File: src/rtl/stage_pf_pkg.sv
// Shared CPU constants and helpers used by the pre-fetch stage.
package stage_pf_pkg;

  // Instruction and address width of the core.
  localparam int unsigned INST_W = 32;

  // First fetch address after reset.
  localparam logic [INST_W-1:0] RESET_PC_DEFAULT = 32'h1C00_0000;

  // Sequential fetch stride in bytes.
  localparam logic [INST_W-1:0] PC_STEP = 32'd4;

  // Source of the next fetch address, highest priority first.
  typedef enum logic [1:0] {
    SelReset,
    SelBranch,
    SelNext,
    SelHold
  } npc_src_e;

  // True when an address is not word aligned.
  function automatic logic is_misaligned(input logic [INST_W-1:0] addr);
    return addr[1:0] != 2'b00;
  endfunction

endpackage

File: src/rtl/npc_sel.sv
// Next fetch address selection: reset vector, redirect, sequential or reissue.
module npc_sel
  import stage_pf_pkg::*;
#(
  parameter logic [INST_W-1:0] RESET_PC = RESET_PC_DEFAULT
) (
  input  logic              started,
  input  logic              br_taken,
  input  logic              advance,
  input  logic [INST_W-1:0] br_target,
  input  logic [INST_W-1:0] pc,
  output logic [INST_W-1:0] npc
);

  npc_src_e src;

  // Priority decode of the address source.
  always_comb begin
    src = SelHold;
    if (!started) begin
      src = SelReset;
    end else if (br_taken) begin
      src = SelBranch;
    end else if (advance) begin
      src = SelNext;
    end
  end

  // Address mux; the hold case reissues pc so SRAM data stays stable while stalled.
  always_comb begin
    npc = pc;
    unique case (src)
      SelReset:  npc = RESET_PC;
      SelBranch: npc = br_target;
      SelNext:   npc = pc + PC_STEP;
      SelHold:   npc = pc;
    endcase
  end

endmodule

File: src/rtl/stage_pf.sv
// Pre-fetch stage: issues instruction SRAM addresses and presents the fetched PC.
module stage_pf
  import stage_pf_pkg::*;
#(
  parameter logic [INST_W-1:0] RESET_PC = RESET_PC_DEFAULT
) (
  input  logic              clk,
  input  logic              rst_n,
  input  logic              allowout,
  output logic              validout,
  output logic [INST_W-1:0] output_pc,
  output logic              output_adef,
  input  logic              br_taken,
  input  logic [INST_W-1:0] br_target,
  output logic              inst_sram_en,
  output logic [INST_W-1:0] inst_sram_addr,
  output logic [3:0]        inst_sram_we
);

  logic              started_q;
  logic              valid_q;
  logic [INST_W-1:0] pc_q;
  logic [INST_W-1:0] npc;
  logic              advance;

  // Wrong-path fetch is killed combinationally by a redirect in the same cycle.
  assign advance = validout & allowout;

  npc_sel #(
    .RESET_PC (RESET_PC)
  ) u_npc_sel (
    .started   (started_q),
    .br_taken  (br_taken),
    .advance   (advance),
    .br_target (br_target),
    .pc        (pc_q),
    .npc       (npc)
  );

  // pc tracks the address issued on the previous edge; reset value makes the
  // pre-start state look like the slot just before the reset vector.
  always_ff @(posedge clk or negedge rst_n) begin
    if (!rst_n) begin
      started_q <= 1'b0;
      valid_q   <= 1'b0;
      pc_q      <= RESET_PC - PC_STEP;
    end else begin
      started_q <= 1'b1;
      valid_q   <= 1'b1;
      pc_q      <= npc;
    end
  end

  // Output decode; SRAM is idle in reset and for misaligned addresses.
  always_comb begin
    validout       = started_q & valid_q & ~br_taken;
    output_pc      = pc_q;
    output_adef    = valid_q & is_misaligned(pc_q);
    inst_sram_addr = npc;
    inst_sram_en   = rst_n & ~is_misaligned(npc);
    inst_sram_we   = 4'b0000;
  end

endmodule

File: config.mk
export PLATFORM = sky130hd
export DESIGN_NAME = stage_pf
export DESIGN_NICKNAME = d
export VERILOG_FILES = /design/src/rtl/stage_pf_pkg.sv /design/src/rtl/npc_sel.sv /design/src/rtl/stage_pf.sv
export SDC_FILE = /design/constraint.sdc
export NUM_CORES = 1
export LEC_CHECK = 0
export ABC_AREA = 1
export CAP_MARGIN = 15
export CORE_MARGIN = 2
export CORE_UTILIZATION = 42
export CTS_CLUSTER_DIAMETER = 30
export DETAILED_ROUTE_END_ITERATION = 8
export PLACE_DENSITY = 0.82
export SLEW_MARGIN = 25
export SYNTH_ARGS = -nofsm -noshare
export SYNTH_HDL_FRONTEND = slang
export SYNTH_SLANG_ARGS = --single-unit
File: constraint.sdc
create_clock -name clk -period 2.5 [get_ports clk]
set_input_delay 0.5 -clock clk [delete_from_list [all_inputs] [get_ports clk]]
set_output_delay 0.5 -clock clk [all_outputs]
set_load 0.01 [all_outputs]
==> summary.md <==
| Metric | Value |
|---|---|
| Status | finished, violations left |
| Failing checks | setup timing |
| Clk_lat worst skew | 290 ps |
| Root Driver | clkbuf_8 |
| Starting Density | 42.70% |
| Die Span Y | 78.36 um |
| Pwr Density | 376.4 mW/mm^2 |
| Die area | 0.006140 mm^2 |
| Multi-input gate area | 0.001450 mm^2 |
| DRT Pass-1 Iters | 4 |
| Total track usage | 28.98% |
| Max FO, Critical Path | 3 |
| Fin nets | 574 |
| Most frequent cells in the layout | 121 x nand2_1, 83 x buf_4, 67 x clkdlybuf4s50_1 |
| Clock sink count | 33 |
| Port Buffers | 102 |
| Unrepaired setup endpoints after global routing | yes |
| Final Cycle Share | 103.1% |
| Max-slew violations | 0 |
| Filler cells | 402 |
| Total number of vias | 3,024 |
| TritonCTS clock tree | yes |
| Crit path capture type | output port |
| CTS Buffer Depth | 2 |
| Cell Rows | 27 |
| Initial DRC count | 152 |
| Clk_skew | 12.43 ps |
| Post-synthesis sequential area ratio | 36.96% |
| Tot Pwr | 1.588 mW |
| Core region area | 0.005439 mm^2 |
| Slowest cell on crit path | dfstp_2 |
| Utilization of the core after routing | 77.55% |
| Post-route DRC violation count | 0 |
| Global-route wire length before repair | 13,970 um |
| Worst hold path endpoint | output_pc[26] |
| Depth of the CTS H-tree | 2 |
| Largest vdd supply drop | 0.3172 mV |
| Commonest non-fill, non-tap cell in the layout | nand2_1 |
| Critical Path Source Type | flip-flop |
| Reg2reg end | output_pc[12] |
| Final Worst Setup Slack | -76.99 ps |
| WS Path Type | flip-flop to output port |
| I/O Pins | 107 |
| Ant. Diodes | 0 |
| Post-Synthesis Cell Area | 0.002322 mm^2 |
| Vias in the first global route | 3,069 |
| Hold Crit Class | flip-flop to flip-flop |
| Period minus WS final | 2577 ps |
| Leakage | 1.963 nW |
| Drt via density | 4.957 |
| Required time worst endpoint | 2000 ps |
| Share of layout cells above drive strength 1 | 37.17% |
| Total congestion overflow | 0 |
| Mean routed wirelength per cell | 14.29 um |
| CP cell instances | ha_4 > nand2_4 > nor2_4 > nand3_4 > buf_4 > buf_6 > a21oi_2 > o21ai_1 > nand2_1 > buf_2 |
| Hold path depth | 1 |
| Max-cap viol count | 0 |
| Crit path largest cell delay | 580 ps |
| Distinct cells, synth | 34 |
| Reg area | 858.3 um^2 |
| Global placer's final weighted congestion | 0.8984 |
| Flip-flop and latch count after synthesis | 33 |
| Hold Vio Cnt, Final | 0 |
| Synthesized netlist cell count | 347 |
| Critical path data arrival time | 2080 ps |
| Hold Path Origin | valid_q |
| Initial antenna violation count | 0 |
| Yosys synthesis warning count | 0 |
| Final HPWL DP | 6406 um |
| Worst r2r src | output_pc[3] |
| Area Growth Syn to Fin | 81.63% |
| Antenna Nets Post-Route | 0 |
| Synthesized area per cell | 6.692 um^2 |
| CTS clk-pin slew, worst paths | 70 ps |
| Pin count of the biggest net entering global routing | 34 |
| Final setup fails | 3 |
| Die width | 78.36 um |
| Reg2reg path depth | 10 |
| R2R setup slack | 690 ps |
| Final WL | 8719 um |
| TritonCTS buffer count | 5 |
| Peak Freq | 388.1 MHz |
| Worst slack, placed | -453.7 ps |
==> per-stage QoR <==
step / hold slack [ps] / cells / setup TNS [ps] / area, um^2
global placement: 515.3 / 586 / -9571 / 3909
floorplan: 204.4 / 350 / 0 / 2333
global route: 587.2 / 610 / -1183 / 4218
CTS: 553.9 / 604 / -847.2 / 4144
finish: 553.7 / 610 / -102.9 / 4218
detailed placement: 535.9 / 586 / -10350 / 3909
==> routing by layer <==
metal  up-vias  track usage (%)  part of all wire, %
li1       1479                -                    -
met1      1412            35.21                   42
met2       115            50.26                   49
met3        18            5.977                  6.0
met4         0            11.23                  2.2
met5         -                0                    0
==> state kept, by name, summed over array words and instances, names as in the netlist <==
signal     cells
output_pc     32
valid_q        1
==> report_power, final <==
group          internal [mW]  leakage, nW  switching, mW
clock                  0.225       0.0455          0.211
combinational          0.277         1.56          0.233
sequential             0.595        0.360         0.0455
total                   1.10         1.96          0.490
==> worst max-delay path by stage <==
| stage | from | end | cells after the start |
|---|---|---|---|
| final | output_pc[3] | inst_sram_addr[12] | 10 |
| after global routing | output_pc[3] | inst_sram_addr[12] | 10 |
| after CTS | br_taken | inst_sram_addr[9] | 8 |
| after detailed placement | allowout | inst_sram_addr[12] | 9 |
| after global placement | allowout | inst_sram_addr[12] | 9 |
| after floorplan | output_pc[2] | inst_sram_addr[20] | 7 |
==> worst max-delay path: cells and delay by family (launching register included) <==
kind                       cells  cell delay [ps]
AOI/OAI and AO/OA              2              230
DFF                            1              580
adders and majority gates      1              160
buffers and inverters          3              410
and+or+nand+nor                4              420
==> logic make-up (layout without fill, tap and decap cells) <==
| family | Yosys count | count (layout) | share of synthesized area, % |
|---|---|---|---|
| simple gates | 238 | 238 | 46.39 |
| buf+inv | 46 | 234 | 8.944 |
| flops | 33 | 33 | 36.96 |
| compound gates | 26 | 26 | 6.465 |
| other cells | 2 | 5 | 0.3234 |
| fa+ha+maj | 1 | 1 | 0.5387 |
| xor+xnor | 1 | 1 | 0.3772 |
==> final cells by class <==
class	instances	area share, %
Clock buffer	8	2.136
Sequential cell	33	20.35
Multi-Input combinational cell	271	34.38
Inverter	37	3.352
Tap cell	72	2.136
Timing Repair Buffer	189	37.64
==> synthesized netlist by cell type <==
library cell / instances / area, um^2
clkbuf_8: 1 / 13.76
inv_2: 2 / 7.510
nor2_2: 3 / 18.77
a21oi_1: 7 / 35.03
o21ai_1: 3 / 15.01
nand3b_1: 2 / 15.01
nor2_1: 42 / 157.7
o221ai_1: 1 / 8.760
ha_1: 1 / 12.51
buf_2: 2 / 10.01
nand2_4: 1 / 11.26
nor3_1: 6 / 30.03
nor3b_1: 1 / 7.510
dfrtp_1: 7 / 175.2
conb_1: 2 / 7.510
nor2_4: 6 / 67.56
or2_2: 3 / 18.77
o211ai_1: 2 / 15.01
o31ai_1: 1 / 7.510
buf_6: 1 / 11.26
clkbuf_1: 1 / 3.750
o21ai_0: 8 / 40.04
o21bai_1: 3 / 22.52
dfstp_2: 26 / 683.2
buf_4: 4 / 30.03
nand2_2: 2 / 12.51
nand4_1: 8 / 50.05
nand2_1: 127 / 476.7
xor2_1: 1 / 8.760
o22ai_1: 1 / 6.260
inv_1: 35 / 131.4
nand3_1: 34 / 170.2
nor4_1: 1 / 6.260
nand3_4: 2 / 35.03
==> what timing repair did <==
item,in CTS,in global routing
pin swaps,7,24
gates resized for setup,88,62
hold buffers,0,0
endpoints found under the setup margin,34,29
buffers inserted,10,6
No activity file was read; power rests on OpenSTA's default activity.
